### config.mk
export PLATFORM = sky130hd
export DESIGN_NAME = riscv_lsu
export DESIGN_NICKNAME = d
export VERILOG_FILES = /design/src/rtl/riscv_lsu.sv
export SDC_FILE = /design/constraint.sdc
export NUM_CORES = 1
export LEC_CHECK = 0
export CAP_MARGIN = 5
export CORE_AREA = 2 2 133 135
export DETAILED_ROUTE_END_ITERATION = 12
export DIE_AREA = 0 0 135 137
export HOLD_SLACK_MARGIN = 0.1
export PLACE_DENSITY_LB_ADDON = 0.08
export SETUP_SLACK_MARGIN = 0.1
export SLEW_MARGIN = 25
export SYNTH_ARGS = -nofsm -noshare
export SYNTH_HDL_FRONTEND = slang
export SYNTH_SLANG_ARGS = --single-unit
### constraint.sdc
create_clock -name clk_150_mhz -period 2.4 [get_ports clk_150_mhz]
set_input_delay 0.48 -clock clk_150_mhz [delete_from_list [all_inputs] [get_ports clk_150_mhz]]
set_output_delay 0.48 -clock clk_150_mhz [all_outputs]
set_load 0.005 [all_outputs]
### src/rtl/riscv_lsu.sv
// Load/store unit: one request at a time, byte enables + lane replication, sign/zero-extended loads.
// Build option LSU_MISALIGN_TRAP_EN: report misaligned accesses as errors instead of force-aligning them.
module riscv_lsu #(
  parameter int ADDR_W      = 12,
  parameter int MEM_LATENCY = 1
) (
  input  logic              clk_150_mhz,
  input  logic              rst,
  input  logic              req_valid,
  output logic              req_ready,
  input  logic              req_we,
  input  logic [2:0]        req_funct3,
  input  logic [31:0]       req_addr,
  input  logic [31:0]       req_wdata,
  input  logic [4:0]        req_rd,
  output logic [ADDR_W-3:0] mem_addr,
  output logic [31:0]       mem_wdata,
  output logic [3:0]        mem_be,
  output logic              mem_we,
  output logic              mem_re,
  input  logic [31:0]       mem_rdata,
  output logic              rsp_valid,
  input  logic              rsp_ready,
  output logic [31:0]       rsp_data,
  output logic [4:0]        rsp_rd,
  output logic              rsp_wb,
  output logic [1:0]        rsp_err
);

  typedef enum logic [1:0] {IDLE, ACCESS, WAIT, RESP} state_e;

  state_e            state_q, state_d;
  logic [ADDR_W-3:0] waddr_q;
  logic [1:0]        alo_q;
  logic [2:0]        f3_q;
  logic [31:0]       wdata_q;
  logic [4:0]        rd_q;
  logic              we_q;
  logic [3:0]        cnt_q;
  logic [1:0]        err_q;
  logic [31:0]       data_q;

  logic       accept;
  logic       illegal_c, oor_c, is_half, is_word;
  logic [1:0] err_c, alo_c;
  logic [7:0] byte_c;
  logic [15:0] half_c;
  logic [31:0] ext_c;

  assign accept  = req_valid & req_ready;
  assign is_half = (req_funct3[1:0] == 2'b01);
  assign is_word = (req_funct3[1:0] == 2'b10);
  assign illegal_c = req_we ? (req_funct3 >= 3'b011)
                            : (req_funct3 == 3'b011 || req_funct3 == 3'b110 || req_funct3 == 3'b111);
  assign oor_c = |req_addr[31:ADDR_W];

`ifdef LSU_MISALIGN_TRAP_EN
  logic mis_c;
  assign mis_c = (is_half & req_addr[0]) | (is_word & (req_addr[1:0] != 2'b00));
  assign err_c = illegal_c ? 2'b11 : mis_c ? 2'b01 : oor_c ? 2'b10 : 2'b00;
  assign alo_c = req_addr[1:0];
`else
  // Misalignment is silently dropped by clearing the offending low address bits.
  assign err_c = illegal_c ? 2'b11 : oor_c ? 2'b10 : 2'b00;
  assign alo_c = is_word ? 2'b00 : is_half ? {req_addr[1], 1'b0} : req_addr[1:0];
`endif

  always_comb begin
    byte_c = mem_rdata[7:0];
    case (alo_q)
      2'd1:    byte_c = mem_rdata[15:8];
      2'd2:    byte_c = mem_rdata[23:16];
      2'd3:    byte_c = mem_rdata[31:24];
      default: byte_c = mem_rdata[7:0];
    endcase
    half_c = alo_q[1] ? mem_rdata[31:16] : mem_rdata[15:0];
    case (f3_q)
      3'b000:  ext_c = {{24{byte_c[7]}}, byte_c};
      3'b001:  ext_c = {{16{half_c[15]}}, half_c};
      3'b010:  ext_c = mem_rdata;
      3'b100:  ext_c = {24'b0, byte_c};
      3'b101:  ext_c = {16'b0, half_c};
      default: ext_c = 32'b0;
    endcase
  end

  always_ff @(posedge clk_150_mhz) begin
    if (rst) begin
      state_q <= IDLE;
      waddr_q <= '0;
      alo_q   <= '0;
      f3_q    <= '0;
      wdata_q <= '0;
      rd_q    <= '0;
      we_q    <= 1'b0;
      cnt_q   <= '0;
      err_q   <= '0;
      data_q  <= '0;
    end else begin
      state_q <= state_d;
      if (accept) begin
        waddr_q <= req_addr[ADDR_W-1:2];
        alo_q   <= alo_c;
        f3_q    <= req_funct3;
        wdata_q <= req_wdata;
        rd_q    <= req_rd;
        we_q    <= req_we;
        err_q   <= err_c;
        data_q  <= '0;
      end
      if (state_q == ACCESS && !we_q) cnt_q <= 4'(MEM_LATENCY);
      if (state_q == WAIT) begin
        cnt_q <= cnt_q - 4'd1;
        if (cnt_q == 4'd1) data_q <= ext_c;
      end
    end
  end

  always_comb begin
    state_d = state_q;
    case (state_q)
      IDLE:    if (accept) state_d = (err_c != 2'b00) ? RESP : ACCESS;
      ACCESS:  state_d = we_q ? RESP : WAIT;
      WAIT:    if (cnt_q == 4'd1) state_d = RESP;
      RESP:    if (rsp_ready) state_d = IDLE;
      default: state_d = IDLE;
    endcase
  end

  always_comb begin
    req_ready = (state_q == IDLE);
    mem_addr  = '0;
    mem_wdata = '0;
    mem_be    = '0;
    mem_we    = 1'b0;
    mem_re    = 1'b0;
    rsp_valid = 1'b0;
    rsp_data  = '0;
    rsp_rd    = '0;
    rsp_wb    = 1'b0;
    rsp_err   = '0;
    case (state_q)
      ACCESS: begin
        mem_addr = waddr_q;
        if (we_q) begin
          mem_we = 1'b1;
          case (f3_q[1:0])
            2'b00: begin
              mem_wdata = {4{wdata_q[7:0]}};
              mem_be    = 4'b0001 << alo_q;
            end
            2'b01: begin
              mem_wdata = {2{wdata_q[15:0]}};
              mem_be    = alo_q[1] ? 4'b1100 : 4'b0011;
            end
            default: begin
              mem_wdata = wdata_q;
              mem_be    = 4'b1111;
            end
          endcase
        end else begin
          mem_re = 1'b1;
          mem_be = 4'b1111;
        end
      end
      RESP: begin
        rsp_valid = 1'b1;
        rsp_data  = data_q;
        rsp_rd    = rd_q;
        rsp_err   = err_q;
        rsp_wb    = !we_q && (err_q == 2'b00);
      end
      default: ;
    endcase
  end

endmodule

==> results of run 1 <==
## cell usage after synthesis (8+ instances only)
cell type | number | area share [%]
dfxtp_1 | 93 | 37
clkbuf_1 | 35 | 2.6
mux2_2 | 9 | 2.0
o21ai_0 | 8 | 0.79
and2_1 | 52 | 6.4
a311oi_1 | 8 | 1.4
a221oi_1 | 25 | 4.3
nand3_1 | 14 | 1.4
and3_1 | 8 | 0.99
mux2i_1 | 18 | 3.6
a21oi_1 | 80 | 7.9
inv_1 | 9 | 0.67
nand3b_1 | 15 | 2.2
nor2_1 | 38 | 2.8
nand2_1 | 150 | 11
buf_2 | 12 | 1.2
a22oi_1 | 18 | 2.7
## sequential cells by signal, indices dropped and copies added (netlist names)
name and count:
alo_q 2, cnt_q 4, data_q 32, err_q 2, f3_q 3, rd_q 5
state_q 2, waddr_q 10, wdata_q 32, we_q 1
## final cells by class
type	count	area, um^2	area share (%)
repair buffers	230	2340	30.1
clock inverters	5	36.3	0.467
flip-flops and latches	93	1870	24.1
well taps	225	282	3.62
inverters	9	36.3	0.467
clock buffers	11	233	2.99
multi-input cells	501	2980	38.3
## worst register-to-register path: stages, from the launching register on
cell,delay (ns)
dfxtp_4,0.38
inv_1,0.09
ha_1,0.32
and4bb_2,0.35
nor2_8,0.22
buf_12,0.20
a22oi_1,0.10
a221oi_1,0.27
## what timing repair did
| item | in CTS | in global routing |
|---|---|---|
| pin swaps | 0 | 0 |
| endpoints found under the setup margin | 87 | 33 |
| gates resized for setup | 64 | 14 |
| hold buffers | 0 | 0 |
| buffers inserted | 0 | 0 |
| cloned | 1 | 1 |
## layer usage
layer	share of wire [%]	wire length [um]	vias to the layer above
met5	0	0	-
met4	2.6	476	0
met3	7.4	1350	27
met2	48	8740	157
met1	42	7780	2503
li1	-	-	2666
## where the power goes
part	leakage, nW	switching (mW)	internal (mW)
clock	0.122	0.642	0.706
sequential	0.760	0.209	1.79
combinational	2.13	1.28	1.06
total	3.01	2.13	3.56
## final timing paths
check                                start           to  slack [ns]  depth (start not counted)
worst max register to register  state_q[0]   data_q[31]        0.38                          7
worst max-delay path            state_q[1]  mem_addr[9]        0.15                          5
worst min-delay path            waddr_q[8]   waddr_q[8]        0.45                          2
worst min register to register  waddr_q[8]   waddr_q[8]        0.45                          2
## metrics by stage
stage / hold slack (ns) / worst slack, ns / cell area (um^2) / utilization [%]
final: 0.451 / 0.147 / 7780 / 45.6
after global routing: 0.472 / 0.0932 / 7780 / 45.6
after CTS: 0.455 / 0.105 / 7720 / 45.2
after detailed placement: 0.446 / 0.167 / 7340 / 43.0
after global placement: 0.439 / 0.194 / 7340 / 43.0
after floorplan: 0.432 / 0.650 / 5060 / -
## cell families (layout without fill, tap and decap cells)
| logic type | count (synthesis) | after routing |
|---|---|---|
| buffers and inverters | 66 | 255 |
| AND/OR/NAND/NOR | 303 | 303 |
| adder cells (fa/ha/maj) | 6 | 6 |
| multiplexers | 28 | 28 |
| AO/OA/AOI/OAI | 164 | 164 |
| flip-flops | 93 | 93 |
==> metrics.md, run 1 <==
| Metric | Value |
|---|---|
| Worst-Margin Slew | `0.610 ns` |
| Critical-path cell list | `inv_4 -> ha_4 -> clkbuf_16 -> and2_1 -> clkdlybuf4s50_1` |
| Hold Path Class | `reg2reg` |
| Drt via density | `between 4 and 5` |
| WP buf/inv | `3` |
| First-iteration detailed-routing DRC count | `a little over 300` |
| CP peak stage delay | `about 0.50 ns` |
| Sequential fraction of the synthesis area | `a little under two fifths` |
| Part of the cycle the worst path needs | `between 90 and 100%` |
| Congestion Overflow GR | `0` |
| Post-Synth Adder-Cell Area | `under 10%` |
| Synth unique cells | `47` |
| H-tree lvl count | `3` |
| Asr flop ratio synth | `0%` |
| Setup Crit Path Kind | `reg2out` |
| EDFF count, synth | `0` |
| Fmax | `between 400 and 500 MHz` |
| Yosys reg bits | `93` |
| Drt total wl | `~18000 um` |
| Maxcap violations | `0` |
| First-pass GRT wire length | `roughly 28000 um` |
| Final cell count without fillers | `around 1.1k` |
| Synth Area in XOR/XNOR | `0%` |
| Critical path launch point type | `flip-flop` |
| Syn Nets | `a little under 800` |
| Relative slew slack | `59.3%` |
| DR WL/cell | `between 15 and 20 um` |
| Layout Skew | `0.00721 ns` |
| Detailed Routing Iterations Pass 1 | `4` |
| Outcome | `completed` |
| Largest family of logic cells by synthesized area | `simple AND/OR/NAND/NOR gates` |
| Final hold vios | `0` |
| Pwr dens | `between 700 and 800 mW/mm^2` |
| Vias in the first global route | `~5.3k` |
| Placer Congestion | `approximately 0.83` |
| Final Max Tran Viols | `0` |
| Crit path max fanout | `11` |
| GRT Resource Usage Total | `roughly a fifth` |
| Peak supply drop | `around 0.36 mV` |
| Die span in y | `137 um` |
| Vias | `5353` |
| CP required | `between 1.5 and 2 ns` |
| Cells after Synth | `660` |
| Compound-cell area share of the yosys netlist | `between 20% and 30%` |
| Worst setup EP type | `output port` |
| Inst Count DP | `1056` |
| Slowest cell on crit path | `clkdlybuf4s50_1` |
| RSZ-0062 raised after global routing | `true` |
| Met2 Use GR | `approximately 33%` |
| CTS tree | `built` |
| Post-Syn Area | `between 0.005 and 0.006 mm^2` |
| Routed Antenna Nets | `0` |
| Share of layout cells above drive strength 1 | `between 10 and 15%` |
| Root buffer cell | `clkbuf_16` |
| HPWL after detailed placement | `around 13000 um` |
| Predominant post-synthesis flop cell | `dfxtp_1` |
| Initial antenna violation count | `0` |
| Core Area | `0.0171 mm^2` |
| Die area | `~0.018 mm^2` |
| Most used routing layer in global routing | `met2` |
| Die W | `135 um` |
| Antenna cells | `0` |
| Fillers | `about 1.7k` |
| Clock-pin slew on the worst setup and hold paths | `approximately 0.07 ns` |
| Simple-gate share of the synthesized area | `approximately 29%` |
| Average size of a mapped cell | `around 7.7 um^2` |
| Lkg Pwr | `3.01 nW` |
| Arrival time at the worst endpoint | `roughly 1.8 ns` |
| TritonCTS sink count | `between 90 and 100` |
| Area growth syn-to-layout | `53.6%` |
| Minimum clock period | `about 2.3 ns` |
| Yosys warnings | `0` |
| Final total power | `roughly 5.7 mW` |
| Largest net degree at the start of global routing | `54` |
| Num CTS Buffers | `9` |
| Post-synthesis mux area share | `6.00%` |
| Met1 usage | `a little under a quarter` |
| CP delay by family, top | `buffers and inverters` |
| Skew-Pair Late Insertion Delay | `0.35 ns` |
| IO Port Bufs | `a little under 200` |
| Num rows | `48` |
| Met3 Usage GRT | `around 5.1%` |
| Most frequent cells in the layout | `clkdlybuf4s50_1, nand2_1, dfxtp_1` |
| Setup TNS | `0 ns` |
| # DRC | `0` |
| Initial Utilization | `between 20% and 30%` |
| Final nets | `roughly 960` |
| Final setup viols | `0` |
| I/O Pins | `around 200` |
| Clock Path Buffers | `2` |
| Most common cell after layout, fill and taps aside | `clkdlybuf4s50_1` |
(Power assumes the default switching activity.)
==> run 2, diff against run 1 <==
SLEW_MARGIN = 5   (was 25)
==> results of run 2 <==
No change in the layout: final DEF, timing and power equal those of run 1.
